==> src/rtl/div_pkg.sv <==
// Shared definitions for the sequential restoring divider: FSM states and default widths.
package div_pkg;

  localparam int DVDND_W_DEF = 24;
  localparam int DVSR_W_DEF  = 16;

  typedef enum logic [1:0] {
    IDLE = 2'd0,
    BUSY = 2'd1,
    DONE = 2'd2
  } state_e;

endpackage

==> src/rtl/div_step.sv <==
// One shift-subtract-restore step of a restoring divider (purely combinational).
module div_step #(
  parameter int DVSR_W = 16
) (
  input  logic [DVSR_W:0]   rem_i,
  input  logic              bit_i,
  input  logic [DVSR_W-1:0] dvsr_i,
  output logic [DVSR_W:0]   rem_o,
  output logic              qbit_o
);

  logic [DVSR_W:0] shifted;
  logic [DVSR_W:0] diffLow;
  logic            borrow;

  assign shifted = {rem_i[DVSR_W-1:0], bit_i};
  assign {borrow, diffLow} = {1'b0, shifted} - {2'b00, dvsr_i};

  // A set top bit in the incoming remainder would make the shifted value exceed any divisor.
  assign qbit_o = ~borrow | rem_i[DVSR_W];
  assign rem_o  = qbit_o ? diffLow : shifted;

endmodule

==> src/rtl/seq_restoring_divider.sv <==
// Sequential restoring divider: one quotient bit per clock, signed/unsigned, with
// divide-by-zero and signed-overflow flags and a valid/ready handshake on both sides.
module seq_restoring_divider
  import div_pkg::*;
#(
  parameter int DVDND_W = DVDND_W_DEF,
  parameter int DVSR_W  = DVSR_W_DEF
) (
  input  logic               clk,
  input  logic               rst,
  input  logic               in_valid,
  output logic               in_ready,
  input  logic [DVDND_W-1:0] dvdnd,
  input  logic [DVSR_W-1:0]  dvisor,
  input  logic               signed_mode,
  output logic               out_valid,
  input  logic               out_ready,
  output logic [DVDND_W-1:0] q,
  output logic [DVSR_W-1:0]  r,
  output logic               dbz,
  output logic               ovf
);

  localparam int CNT_W = $clog2(DVDND_W + 1);
  localparam logic [DVDND_W-1:0] DVDND_MIN = {1'b1, {(DVDND_W-1){1'b0}}};

  state_e             state_q, state_d;
  logic [CNT_W-1:0]   cnt_q, cnt_d;
  logic [DVDND_W-1:0] work_q, work_d;
  logic [DVSR_W:0]    rem_q, rem_d;
  logic [DVSR_W-1:0]  dvsr_q, dvsr_d;
  logic               negDvdnd_q, negDvdnd_d;
  logic               negDvsr_q, negDvsr_d;
  logic               dbzPend_q, dbzPend_d;
  logic               ovfPend_q, ovfPend_d;
  logic [DVDND_W-1:0] q_q, q_d;
  logic [DVSR_W-1:0]  r_q, r_d;
  logic               dbz_q, dbz_d;
  logic               ovf_q, ovf_d;

  logic [DVSR_W:0]    stepRem;
  logic               stepQbit;
  logic [DVDND_W-1:0] qMag;
  logic [DVSR_W-1:0]  rMag;
  logic               dvdndNeg;
  logic               dvsrNeg;

  // The dividend register shifts its MSB into the step and collects quotient bits at the LSB.
  div_step #(.DVSR_W(DVSR_W)) uStep (
    .rem_i  (rem_q),
    .bit_i  (work_q[DVDND_W-1]),
    .dvsr_i (dvsr_q),
    .rem_o  (stepRem),
    .qbit_o (stepQbit)
  );

  assign dvdndNeg = signed_mode & dvdnd[DVDND_W-1];
  assign dvsrNeg  = signed_mode & dvisor[DVSR_W-1];
  assign qMag     = {work_q[DVDND_W-2:0], stepQbit};
  assign rMag     = stepRem[DVSR_W-1:0];

  always_ff @(posedge clk or posedge rst) begin
    if (rst) begin
      state_q    <= IDLE;
      cnt_q      <= '0;
      work_q     <= '0;
      rem_q      <= '0;
      dvsr_q     <= '0;
      negDvdnd_q <= 1'b0;
      negDvsr_q  <= 1'b0;
      dbzPend_q  <= 1'b0;
      ovfPend_q  <= 1'b0;
      q_q        <= '0;
      r_q        <= '0;
      dbz_q      <= 1'b0;
      ovf_q      <= 1'b0;
    end else begin
      state_q    <= state_d;
      cnt_q      <= cnt_d;
      work_q     <= work_d;
      rem_q      <= rem_d;
      dvsr_q     <= dvsr_d;
      negDvdnd_q <= negDvdnd_d;
      negDvsr_q  <= negDvsr_d;
      dbzPend_q  <= dbzPend_d;
      ovfPend_q  <= ovfPend_d;
      q_q        <= q_d;
      r_q        <= r_d;
      dbz_q      <= dbz_d;
      ovf_q      <= ovf_d;
    end
  end

  always_comb begin
    state_d    = state_q;
    cnt_d      = cnt_q;
    work_d     = work_q;
    rem_d      = rem_q;
    dvsr_d     = dvsr_q;
    negDvdnd_d = negDvdnd_q;
    negDvsr_d  = negDvsr_q;
    dbzPend_d  = dbzPend_q;
    ovfPend_d  = ovfPend_q;
    q_d        = q_q;
    r_d        = r_q;
    dbz_d      = dbz_q;
    ovf_d      = ovf_q;
    unique case (state_q)
      IDLE: begin
        if (in_valid) begin
          state_d    = BUSY;
          cnt_d      = '0;
          work_d     = dvdndNeg ? -dvdnd : dvdnd;
          dvsr_d     = dvsrNeg ? -dvisor : dvisor;
          rem_d      = '0;
          negDvdnd_d = dvdndNeg;
          negDvsr_d  = dvsrNeg;
          dbzPend_d  = (dvisor == '0);
          ovfPend_d  = signed_mode && (dvdnd == DVDND_MIN) && (&dvisor);
          q_d        = '0;
          r_d        = '0;
          dbz_d      = 1'b0;
          ovf_d      = 1'b0;
        end
      end
      BUSY: begin
        work_d = qMag;
        rem_d  = stepRem;
        cnt_d  = cnt_q + CNT_W'(1);
        // Divide-by-zero results skip the sign fix-up and keep the raw magnitudes.
        if (cnt_q == CNT_W'(DVDND_W - 1)) begin
          state_d = DONE;
          if (dbzPend_q) begin
            q_d   = '1;
            r_d   = rMag;
            dbz_d = 1'b1;
            ovf_d = 1'b0;
          end else begin
            q_d   = (negDvdnd_q ^ negDvsr_q) ? -qMag : qMag;
            r_d   = negDvdnd_q ? -rMag : rMag;
            dbz_d = 1'b0;
            ovf_d = ovfPend_q;
          end
        end
      end
      DONE: begin
        if (out_ready) state_d = IDLE;
      end
      default: state_d = IDLE;
    endcase
  end

  assign in_ready  = (state_q == IDLE);
  assign out_valid = (state_q == DONE);
  assign q         = q_q;
  assign r         = r_q;
  assign dbz       = dbz_q;
  assign ovf       = ovf_q;

endmodule

==> config.mk <==
export PLATFORM = sky130hd
export DESIGN_NAME = seq_restoring_divider
export DESIGN_NICKNAME = d
export VERILOG_FILES = /design/src/rtl/div_pkg.sv /design/src/rtl/div_step.sv /design/src/rtl/seq_restoring_divider.sv
export SDC_FILE = /design/constraint.sdc
export NUM_CORES = 1
export LEC_CHECK = 0
export CAP_MARGIN = 20
export CORE_MARGIN = 10
export CORE_UTILIZATION = 57
export DETAILED_ROUTE_END_ITERATION = 12
export PLACE_DENSITY = 0.78
export SLEW_MARGIN = 20
export SYNTH_ARGS = -nofsm -noshare
export SYNTH_HDL_FRONTEND = slang
export SYNTH_SLANG_ARGS = --single-unit
==> constraint.sdc <==
create_clock -name clk -period 4.01 [get_ports clk]
set_input_delay 0.802 -clock clk [delete_from_list [all_inputs] [get_ports clk]]
set_output_delay 0.802 -clock clk [all_outputs]
set_load 0.05 [all_outputs]
==> impl_metrics.ini <==
[synthesis]
synth.avg_cell_area_um2 = 8.44
ys_types = 67
netlist_instances = 864
ys_seq_elements = 110
synth_nets = 932
yosysSeqAreaShare = 0.377
ys_warn_count = 0
async_reset_ff_frac = 1.00
syn-cell-area_um2 = 7290
synth_flop_cell = dfrtp_1
synth_edf_count = 0

[global_routing]
grt.busiest_layer = met2
grt_pass1_vias = 6625
grt.overflow.total = 0
antenna_found_initial = 0
grt_max_degree = 116
met3_usage = 0.0481
use_met2 = 0.374
grt_pass1_wl_um = 34600
gr-usage-met1 = 0.320
grt_use_total = 0.237

[floorplanning]
ios = 89
die_y_um = 133
dieArea_um2 = 17700
row_count = 41
chipWidth_um = 133
start_util = 0.580
coreArea_um2 = 12600

[routing]
viasPerCell = 6.32
drc_errors = 0
vias = 6930
wl_per_cell_um = 19.6
wirelength_um = 21500
detail-route-antenna-nets = 0
first_iter_violations = 757
first_pass_iters = 5

[clock_tree]
clockRootBuffer = clkbuf_16
cts_htree_levels = 3
cts_made_buffers = 9
tritoncts = yes
clock_path_buffers = 2
post-cts-setup-buffer-count = 0
clock_latency_ps = 370
cts_sinks = 110
clkSlewWorstSetupHoldPaths_ps = 70

[status]
status = finished clean

[layout]
drive_gt1_frac = 0.0519
diodes = 0
final_common_cell = dfrtp_1
multiInputGateArea_um2 = 4240
final_nets = 988
final_cell_mix = 110 x dfrtp_1, 102 x o21ai_0, 88 x clkdlybuf4s50_1, 65 x nand3_1, 64 x nand2_1
regArea_um2 = 2750
fillers = 1054
syn_to_final_growth_pct = 18.0

[timing]
tightest_slew_ps = 938
setup_viol = 0
hold_viol = 0
slew_headroom = 0.375
fin_skew_ps = 11.6
fmax_mhz = 267
maxSlewViolCount = 0
period_needed_ps = 3750
rsz0062_at_grt = no
period_share = 0.934
final.setup.tns_ps = 0

[job]
drv_cap = 0

[setup_path]
worst_path_most_repeated_cell = ha_1
path_cells = ha_1 -> o211ai_2 -> a21oi_2 -> o2111ai_1 -> nand3_1 -> o21a_1 -> buf_4 -> mux2i_1 -> ha_1 -> inv_1 -> nor4_2 -> nor3_1 -> o31ai_1
crit_type = reg2reg
end_kind = register
cp_max_fo = 16
cp_slowest_cell = ha_1
required_ps = 4290
cp-start-kind = register
arrival_ps = 4020
cpPeakStageDelay_ps = 470

[worst_hold_path]
worstHoldPathType = reg2reg

[placement]
numPortBuffers = 88
hpwl_um = 16100
place_congestion = 0.980
synthesized netlist by cell type (11+ instances only):
library cell / count / area, um^2
dfrtp_1: 110 / 2750
o21ai_0: 102 / 510
nand2_1: 66 / 248
nand4_1: 11 / 68.8
xor2_1: 40 / 350
a22oi_1: 22 / 165
inv_1: 31 / 116
nor2_1: 58 / 218
xnor2_1: 34 / 298
mux2i_1: 12 / 120
clkbuf_1: 41 / 154
nand3_1: 65 / 325
a21oi_1: 52 / 260
ha_1: 22 / 275
nor3_1: 25 / 125
a31oi_1: 13 / 81.3
state kept, by name (all words and copies together), names as in the netlist, 2 cells and up:
register / count
cnt_q: 5
work_q: 24
state_q: 2
dvsr_q: 16
r: 16
q: 24
rem_q: 17
path summary, 6_finish.rpt:
path / end / slack (ps) / startpoint / cells after the start
min in group asynchronous: dbz$_DFFE_PP0P_ / 850 / rst / 2
worst min-delay path: dvsr_q[6]$_DFFE_PP0P_ / 480 / dvsr_q[6]$_DFFE_PP0P_ / 2
worst min register to register: dvsr_q[6]$_DFFE_PP0P_ / 480 / dvsr_q[6]$_DFFE_PP0P_ / 2
max in group asynchronous: rem_q[14]$_DFFE_PP0P_ / 2420 / rst / 3
worst max-delay path: r[14]$_DFFE_PP0P_ / 260 / rem_q[2]$_DFFE_PP0P_ / 13
worst max register to register: r[14]$_DFFE_PP0P_ / 260 / rem_q[2]$_DFFE_PP0P_ / 13
final cells by class:
cell class,count,share of cell area
clock inverter,4,0.00611
sequential,110,0.320
timing repair buffer,97,0.112
clock buffer,12,0.0298
multi-input combinational,670,0.493
tap,172,0.0250
inverter,32,0.0143
metrics by stage:
step / hold WS, ps / setup WS (ps) / area (um^2) / std cells / util
final: 485 / 264 / 8600 / 1097 / 0.685
after global routing: 510 / 80.2 / 8600 / 1097 / 0.685
after CTS: 490 / 240 / 8580 / 1097 / 0.683
after detailed placement: 474 / 340 / 8270 / 1081 / 0.658
after global placement: 465 / 578 / 8270 / 1081 / 0.658
after floorplan: 450 / 306 / 7290 / 864 / -
layer usage:
metal | wire (um) | share of wire
met1 | 9520 | 0.44
met3 | 1500 | 0.070
met5 | 0 | 0
met2 | 10000 | 0.47
met4 | 458 | 0.021
critical path: cells and delay by family, from the launching register on:
family | cells | cell delay [ps]
and+or+nand+nor | 3 | 660
DFF | 1 | 410
muxes | 1 | 360
AOI/OAI and AO/OA | 5 | 1030
adders and majority gates | 2 | 770
buffers and inverters | 2 | 400
kinds of logic after synthesis:
group | count (synthesis) | synth area share
and+or+nand+nor | 293 | 0.198
adders and majority gates | 23 | 0.0405
AOI/OAI and AO/OA | 264 | 0.227
DFF | 110 | 0.377
muxes | 16 | 0.0232
xor gates and xnor gates | 74 | 0.0889
buffers and inverters | 84 | 0.0455
repair_timing:
| item | CTS | global route |
|---|---|---|
| gates resized for setup | 0 | 1 |
| endpoints found under the setup margin | 0 | 1 |
| hold buffers | 0 | 0 |
Power is not shown: default switching activity piles up to over one toggle a cycle in this logic, so the estimate is an artifact.
